`config.mk`:
```
export PLATFORM = sky130hd
export DESIGN_NAME = robo_motion_arbiter_flat
export DESIGN_NICKNAME = d
export VERILOG_FILES = /design/src/rtl/robo_motion_arbiter_pkg.sv /design/src/rtl/robo_motion_arbiter_if.sv /design/src/rtl/robo_motion_arbiter_sat_counter.sv /design/src/rtl/robo_motion_arbiter.sv /design/src/flat_wrapper.sv
export SDC_FILE = /design/constraint.sdc
export NUM_CORES = 1
export LEC_CHECK = 0
export BUFFER_PORTS_ARGS = -buffer_cell sky130_fd_sc_hd__buf_4
export CAP_MARGIN = 30
export CORE_MARGIN = 1
export CORE_UTILIZATION = 40
export CTS_CLUSTER_DIAMETER = 30
export CTS_CLUSTER_SIZE = 8
export DETAILED_ROUTE_END_ITERATION = 8
export GPL_ROUTABILITY_DRIVEN = 0
export GPL_TIMING_DRIVEN = 0
export PLACE_DENSITY = 0.6
export SLEW_MARGIN = 15
export SYNTH_ARGS = -nofsm -noshare
export SYNTH_HDL_FRONTEND = slang
export SYNTH_HIERARCHICAL = 1
export SYNTH_SLANG_ARGS = --single-unit
```
`constraint.sdc`:
```
create_clock -name clock -period 3.6 [get_ports clock]
set_clock_uncertainty 0.05 [all_clocks]
set_input_delay 0.36 -clock clock [delete_from_list [all_inputs] [get_ports clock]]
set_output_delay 0.36 -clock clock [all_outputs]
set_load 0.03 [all_outputs]
```
`src/rtl/robo_motion_arbiter_pkg.sv`:
```
// Shared types for the motion arbiter: FSM state encoding, motor command codes and
// the helper that maps the illegal {rot,fwd}=11 request to STOP.
package robo_motion_arbiter_pkg;

    typedef enum logic [2:0] {
        StIdle   = 3'd0,
        StAuto   = 3'd1,
        StManual = 3'd2,
        StBrake  = 3'd3,
        StFault  = 3'd4
    } state_e;

    // Motor command, packed as {rot, fwd}
    typedef logic [1:0] cmd_t;

    localparam cmd_t CmdStop = 2'b00;
    localparam cmd_t CmdFwd  = 2'b01;
    localparam cmd_t CmdRot  = 2'b10;

    function automatic cmd_t sanitise_cmd(input logic rot, input logic fwd);
        return (rot && fwd) ? CmdStop : {rot, fwd};
    endfunction

endpackage

```
`src/rtl/robo_motion_arbiter_if.sv`:
```
// Request/command bundle between the two motion sources and the arbiter.
// master: follower + manual controller side; slave: the arbiter.
interface robo_motion_arbiter_if;

    logic auto_avancar;
    logic auto_girar;
    logic man_req;
    logic man_avancar;
    logic man_girar;
    logic fault_clr;
    logic man_grant;
    logic motor_fwd;
    logic motor_rot;
    logic fault;

    modport master (
        output auto_avancar, auto_girar, man_req, man_avancar, man_girar, fault_clr,
        input  man_grant, motor_fwd, motor_rot, fault
    );

    modport slave (
        input  auto_avancar, auto_girar, man_req, man_avancar, man_girar, fault_clr,
        output man_grant, motor_fwd, motor_rot, fault
    );

endinterface

```
`src/rtl/robo_motion_arbiter_sat_counter.sv`:
```
// Saturating up/down counter with synchronous clear and load.
// Priority: clear > load > inc > dec; never wraps in either direction.
module robo_motion_arbiter_sat_counter #(
    parameter int unsigned CNT_W = 8
) (
    input  logic             clock,
    input  logic             reset,
    input  logic             clear_i,
    input  logic             load_i,
    input  logic [CNT_W-1:0] load_val_i,
    input  logic             inc_i,
    input  logic             dec_i,
    output logic [CNT_W-1:0] cnt_o
);

    logic [CNT_W-1:0] cnt_d, cnt_q;

    always_comb begin
        cnt_d = cnt_q;
        if (clear_i) begin
            cnt_d = '0;
        end else if (load_i) begin
            cnt_d = load_val_i;
        end else if (inc_i && (cnt_q != {CNT_W{1'b1}})) begin
            cnt_d = cnt_q + CNT_W'(1);
        end else if (dec_i && (cnt_q != '0)) begin
            cnt_d = cnt_q - CNT_W'(1);
        end
    end

    always_ff @(posedge clock or posedge reset) begin
        if (reset) begin
            cnt_q <= '0;
        end else begin
            cnt_q <= cnt_d;
        end
    end

    assign cnt_o = cnt_q;

endmodule

```
`src/rtl/robo_motion_arbiter.sv`:
```
// Shares the forward/rotate motor commands between the wall-follower and a manual controller,
// with break-before-make handover, per-command dwell and a rotate watchdog for the follower.
module robo_motion_arbiter
    import robo_motion_arbiter_pkg::*;
#(
    parameter int unsigned DWELL_CYCLES = 4,
    parameter int unsigned ROT_TIMEOUT  = 64,
    parameter int unsigned CNT_W        = 8
) (
    input logic                  clock,
    input logic                  reset,
    robo_motion_arbiter_if.slave bus_io
);

    localparam logic [CNT_W-1:0] DwellLoad = CNT_W'(DWELL_CYCLES - 1);
    localparam logic [CNT_W-1:0] RotLast   = CNT_W'(ROT_TIMEOUT - 1);

    state_e           state_d, state_q;
    cmd_t             motor_d, motor_q;
    logic             man_grant_d, man_grant_q;
    logic             fault_d, fault_q;
    cmd_t             sel_cmd;
    logic [CNT_W-1:0] dwell_cnt, rot_cnt;
    logic             dwell_clr, dwell_load, dwell_dec;
    logic             rot_clr, rot_inc;
    logic             wd_expire, stopping, active;

    assign wd_expire = (state_q == StAuto) && motor_q[1] && (rot_cnt == RotLast);

    always_ff @(posedge clock or posedge reset) begin
        if (reset) begin
            state_q <= StIdle;
        end else begin
            state_q <= state_d;
        end
    end

    // Watchdog expiry outranks a manual takeover request.
    always_comb begin
        state_d = state_q;
        unique case (state_q)
            StIdle:   state_d = bus_io.man_req ? StManual : StAuto;
            StAuto: begin
                if (wd_expire) begin
                    state_d = StFault;
                end else if (bus_io.man_req) begin
                    state_d = StBrake;
                end
            end
            StManual: if (!bus_io.man_req) state_d = StBrake;
            StBrake:  state_d = bus_io.man_req ? StManual : StAuto;
            StFault:  if (bus_io.fault_clr) state_d = StIdle;
            default:  state_d = StIdle;
        endcase
    end

    always_comb begin
        sel_cmd = (state_q == StManual) ? sanitise_cmd(bus_io.man_girar, bus_io.man_avancar)
                                        : sanitise_cmd(bus_io.auto_girar, bus_io.auto_avancar);
        active     = (state_q == StAuto) || (state_q == StManual);
        stopping   = (state_d == StBrake) || (state_d == StFault);
        motor_d    = motor_q;
        dwell_clr  = 1'b0;
        dwell_load = 1'b0;
        dwell_dec  = 1'b0;
        if (stopping) begin
            motor_d   = CmdStop;
            dwell_clr = 1'b1;
        end else if (active) begin
            if (dwell_cnt != '0) begin
                dwell_dec = 1'b1;
            end else if (sel_cmd != motor_q) begin
                motor_d    = sel_cmd;
                dwell_load = 1'b1;
            end
        end else begin
            dwell_clr = 1'b1;
        end
        rot_inc     = (state_q == StAuto) && motor_q[1] && !stopping;
        rot_clr     = !rot_inc;
        man_grant_d = (state_d == StManual);
        fault_d     = (state_d == StFault);
    end

    always_ff @(posedge clock or posedge reset) begin
        if (reset) begin
            motor_q     <= CmdStop;
            man_grant_q <= 1'b0;
            fault_q     <= 1'b0;
        end else begin
            motor_q     <= motor_d;
            man_grant_q <= man_grant_d;
            fault_q     <= fault_d;
        end
    end

    robo_motion_arbiter_sat_counter #(
        .CNT_W (CNT_W)
    ) u_dwell_cnt (
        .clock      (clock),
        .reset      (reset),
        .clear_i    (dwell_clr),
        .load_i     (dwell_load),
        .load_val_i (DwellLoad),
        .inc_i      (1'b0),
        .dec_i      (dwell_dec),
        .cnt_o      (dwell_cnt)
    );

    robo_motion_arbiter_sat_counter #(
        .CNT_W (CNT_W)
    ) u_rot_cnt (
        .clock      (clock),
        .reset      (reset),
        .clear_i    (rot_clr),
        .load_i     (1'b0),
        .load_val_i ('0),
        .inc_i      (rot_inc),
        .dec_i      (1'b0),
        .cnt_o      (rot_cnt)
    );

    assign bus_io.motor_fwd = motor_q[0];
    assign bus_io.motor_rot = motor_q[1];
    assign bus_io.man_grant = man_grant_q;
    assign bus_io.fault     = fault_q;

endmodule

```
`src/flat_wrapper.sv`:
```
// flat-port wrapper written by rule: the top's interface ports become plain ports
module robo_motion_arbiter_flat import robo_motion_arbiter_pkg::*;
#(
    parameter int unsigned DWELL_CYCLES = 4,
    parameter int unsigned ROT_TIMEOUT  = 64,
    parameter int unsigned CNT_W        = 8
)
  (clock, reset, bus_io_auto_avancar, bus_io_auto_girar, bus_io_man_req, bus_io_man_avancar, bus_io_man_girar, bus_io_fault_clr, bus_io_man_grant, bus_io_motor_fwd, bus_io_motor_rot, bus_io_fault);
  robo_motion_arbiter_if bus_io_i ();
  input logic clock;
  input logic reset;
  input wire logic [$bits(bus_io_i.auto_avancar)-1:0] bus_io_auto_avancar;
  input wire logic [$bits(bus_io_i.auto_girar)-1:0] bus_io_auto_girar;
  input wire logic [$bits(bus_io_i.man_req)-1:0] bus_io_man_req;
  input wire logic [$bits(bus_io_i.man_avancar)-1:0] bus_io_man_avancar;
  input wire logic [$bits(bus_io_i.man_girar)-1:0] bus_io_man_girar;
  input wire logic [$bits(bus_io_i.fault_clr)-1:0] bus_io_fault_clr;
  output wire logic [$bits(bus_io_i.man_grant)-1:0] bus_io_man_grant;
  output wire logic [$bits(bus_io_i.motor_fwd)-1:0] bus_io_motor_fwd;
  output wire logic [$bits(bus_io_i.motor_rot)-1:0] bus_io_motor_rot;
  output wire logic [$bits(bus_io_i.fault)-1:0] bus_io_fault;
  assign bus_io_i.auto_avancar = bus_io_auto_avancar;
  assign bus_io_i.auto_girar = bus_io_auto_girar;
  assign bus_io_i.man_req = bus_io_man_req;
  assign bus_io_i.man_avancar = bus_io_man_avancar;
  assign bus_io_i.man_girar = bus_io_man_girar;
  assign bus_io_i.fault_clr = bus_io_fault_clr;
  assign bus_io_man_grant = bus_io_i.man_grant;
  assign bus_io_motor_fwd = bus_io_i.motor_fwd;
  assign bus_io_motor_rot = bus_io_i.motor_rot;
  assign bus_io_fault = bus_io_i.fault;
  robo_motion_arbiter #(.DWELL_CYCLES(DWELL_CYCLES), .ROT_TIMEOUT(ROT_TIMEOUT), .CNT_W(CNT_W)) u_core (.clock(clock), .reset(reset), .bus_io(bus_io_i));
endmodule
```
==> flow_summary.toml <==
[run_status]
status = "completed"

[yosys]
netlist_area_um2 = 2110
synth_compound_area_frac = 0.220
synth_area_leaders = "dfrtp_1 27%, ha_1 8.3%, mux2i_1 5.2%, xor2_1 4.1%, xnor2_1 3.7%"
ys_seq_area_frac = 0.272
synth_fa_ha_area_frac = 0.102
synth.avg_cell_area_um2 = 9.48
synthFlopType = "dfrtp_1"
synth.area.mux_share = 0.0663
synth_top_family_by_area = "compound AO/OA/AOI/OAI gates"
synth.most_common_cell = "dfrtp_1"
synthCells = 223
synth_xor_xnor_area_share = 0.0787
synth_top_cell_by_area = "dfrtp_1"
ys_warn_count = 6
ys_seq_elements = 23
yosys.area_share.simple = 0.220
synth_cell_type_count = 53
async_flop_share = 1.00
synth_top_area_frac = 0.272
synth_edf_count = 0
yosys-top-cells-count = "23 x dfrtp_1, 16 x nor2_1, 15 x nand2_1, 14 x ha_1"

[finish]
drive_gt1_frac = 0.150
post-route-util = 0.474
finalInstanceArea_um2 = 2420
nNetsFinal = 285
syn2layout_area_growth_pct = 14.4
antenna_cells = 0

[power]
p_sw_uw = 291
pwr-share-seq = 0.388
ir_worst_vdd_v = 0.000148
leakagePower_uw = 0.00111
p_int_uw = 511
fin_total_pwr_uw = 802
switching_share = 0.363
clkPwrFrac = 0.202
power.density_nw_per_um2 = 331
p_comb_frac = 0.410

[worst_setup_path]
path_max_fanout = 9
max_stage_delay_ps = 570
cp.buffers_inverters = 0
cp-startpoint = "u_core/state_q[2]$_DFF_PP0_"
cp_slowest_cell = "dfrtp_1"
reg2reg_depth = 11
worstPathArrival_ps = 3330
crit_chain = "nand4bb_1 -> nand3b_4 -> o2111ai_4 -> nor2_1 -> o21ai_4 -> fa_1 -> a21o_1 -> a311o_1 -> a21oi_1 -> xor2_1 -> o21ai_0"
startpoint_type = "register"
cp.required_ps = 3700
crit_end = "u_core/u_rot_cnt/cnt_o[6]$_DFFE_PP0P_"
critPathCaptureType = "register"
worstReg2RegEnd = "u_core/u_rot_cnt/cnt_o[6]$_DFFE_PP0P_"
r2r_start = "u_core/state_q[2]$_DFF_PP0_"
cpLargestDelayFamily = "compound AO/OA/AOI/OAI gates"
r2r_slack_ps = 370
path_class = "reg -> reg"
cp_num_cells = 11

[clocking]
root_buffer = "clkbuf_8"
path_clk_slew_ps = 90
cts_resized = 0
clock-sinks = 23
cts_made_buffers = 3
clk_path_buf_depth = 2
insertion_delay_ps = 270
tritoncts = "yes"
htree_levels = 1

[place]
placed_cell_area_um2 = 2360
dpl_worst_slack_ps = 362
hpwlAfterDp_um = 3310
place.port_buffers = 11

[floorplanning]
num_rows = 26
die_area_um2 = 5580
initial_core_util = 0.414
io_pins = 12
fp.dieH_um = 74.7
die_w_um = 74.7
fp.coreArea_um2 = 5110

[grt]
grt_overflow = 0
grt_first_pass_wirelength_um = 7020
grt_usage = 0.165
grt_max_degree = 14
antenna_found_initial = 0
grt_pass1_vias = 1467

[routing]
routed_wl_um = 4200
vias = 1669
drt_iter0_markers = 76
drcViolationCount = 0
routedWlPerCell_um = 12.7
ant_nets = 0
post_drt_via_cell_ratio = 5.06
dr.pass1.iters = 4

[timing]
finalWorstSetupSlack_ps = 365
hold_violations = 0
setup_viol = 0
fmax_ghz = 0.309
period_minus_slack_ps = 3230
final_max_slew_viol_count = 0
tns_ps = 0
finalCritPeriodShare = 0.899
grt_setup_unrepaired = "no"

[hold_path]
hp-class = "in -> reg"

[flow_run]
maxCapViolations = 0
cell type report:
| class | count | area [um^2] |
|---|---|---|
| fillers | 512 | 2690 |
| multi-input cells | 204 | 1540 |
| flip-flops and latches | 23 | 576 |
| repair buffers | 12 | 92.6 |
| well taps | 70 | 87.6 |
| inverters | 13 | 48.8 |
| clock buffers | 3 | 41.3 |
| plain buffers | 4 | 30.0 |
| clock inverters | 1 | 5.00 |
power by group through the flow:
stage | Sequential, uW | Clock (uW) | Combinational (uW)
finish | 311 | 162 | 329
global route | 315 | 178 | 369
CTS | 312 | 167 | 330
detailed placement | 317 | 0 | 327
global placement | 317 | 0 | 325
floorplan | 321 | 0 | 253
sequential cells by signal, summed over array words and instances (netlist names):
register                  cells
u_core/u_rot_cnt/cnt_o        8
u_core/bus_io.man_grant       1
u_core/u_dwell_cnt/cnt_o      8
u_core/state_q                3
u_core/bus_io.fault           1
u_core/motor_q                2
cells in the final DEF, fill, tap and decap left out, types with 2 or more instances in the layout:
| cell | n |
|---|---|
| or4_4 | 3 |
| clkbuf_1 | 2 |
| a21oi_1 | 12 |
| buf_4 | 11 |
| o22a_2 | 2 |
| and2_1 | 2 |
| nand3b_1 | 3 |
| nand4_1 | 4 |
| a211oi_1 | 6 |
| xor2_1 | 10 |
| o2bb2a_1 | 2 |
| nor4_1 | 3 |
| ha_1 | 14 |
| o21bai_1 | 2 |
| o41ai_1 | 4 |
| a22o_1 | 4 |
| or4_1 | 3 |
| nor2_1 | 16 |
| o21ai_4 | 2 |
| clkbuf_8 | 3 |
| nand2b_1 | 7 |
| inv_1 | 12 |
| nand2_4 | 2 |
| buf_6 | 2 |
| a31o_2 | 2 |
| a21o_1 | 2 |
| a311o_1 | 2 |
| conb_1 | 23 |
| fa_1 | 2 |
| mux2i_1 | 11 |
| o21ai_2 | 2 |
| o211ai_1 | 2 |
| nand2_1 | 15 |
| o21ai_0 | 11 |
| nor3_1 | 2 |
| dfrtp_1 | 23 |
| mux2_4 | 2 |
| nor2b_1 | 3 |
| xnor2_1 | 9 |
worst min path at each step:
stage / slack (ps) / depth (start not counted) / endpoint / start
2_1_floorplan: 110 / 1 / u_core/bus_io.fault$_DFF_PP0_ / reset
4_1_cts: 230 / 2 / u_core/bus_io.fault$_DFF_PP0_ / bus_io_fault_clr
5_1_grt: 230 / 2 / u_core/bus_io.fault$_DFF_PP0_ / bus_io_fault_clr
3_3_place_gp: 290 / 2 / u_core/motor_q[0]$_DFFE_PP0P_ / reset
6_report: 230 / 2 / u_core/bus_io.fault$_DFF_PP0_ / bus_io_fault_clr
3_5_place_dp: 280 / 2 / u_core/motor_q[0]$_DFFE_PP0P_ / reset
cells by family (layout without fill, tap and decap cells):
| logic type | count (synthesis) | count (layout) |
|---|---|---|
| AO/OA/AOI/OAI | 60 | 60 |
| XOR/XNOR | 19 | 19 |
| adder cells (fa/ha/maj) | 16 | 16 |
| buffers and inverters | 17 | 33 |
| flip-flops | 23 | 23 |
| multiplexers | 13 | 13 |
| other | 2 | 23 |
| AND/OR/NAND/NOR | 73 | 73 |
what timing repair did:
action | CTS | global route
endpoints found under the setup margin | 0 | 0
buffers inserted | 0 | 0
endpoints found under the hold margin | 7 | 0
hold buffers | 1 | 0
layer usage:
| layer | part of all wire | wire length [um] | vias up | GRT usage |
|---|---|---|---|---|
| li1 | - | - | 876 | - |
| met3 | 0.024 | 102 | 4 | 0.0281 |
| met5 | 0 | 0 | - | 0 |
| met1 | 0.53 | 2210 | 771 | 0.245 |
| met4 | 0.0095 | 40 | 0 | 0.0377 |
| met2 | 0.44 | 1850 | 18 | 0.249 |
through the flow:
step,std cells,hold slack [ps]
4_1_cts,330,227
3_3_place_gp,325,287
2_1_floorplan,244,113
5_1_grt,330,226
3_5_place_dp,325,285
6_report,330,234
Note: power is estimated with default switching activity, not from simulation.
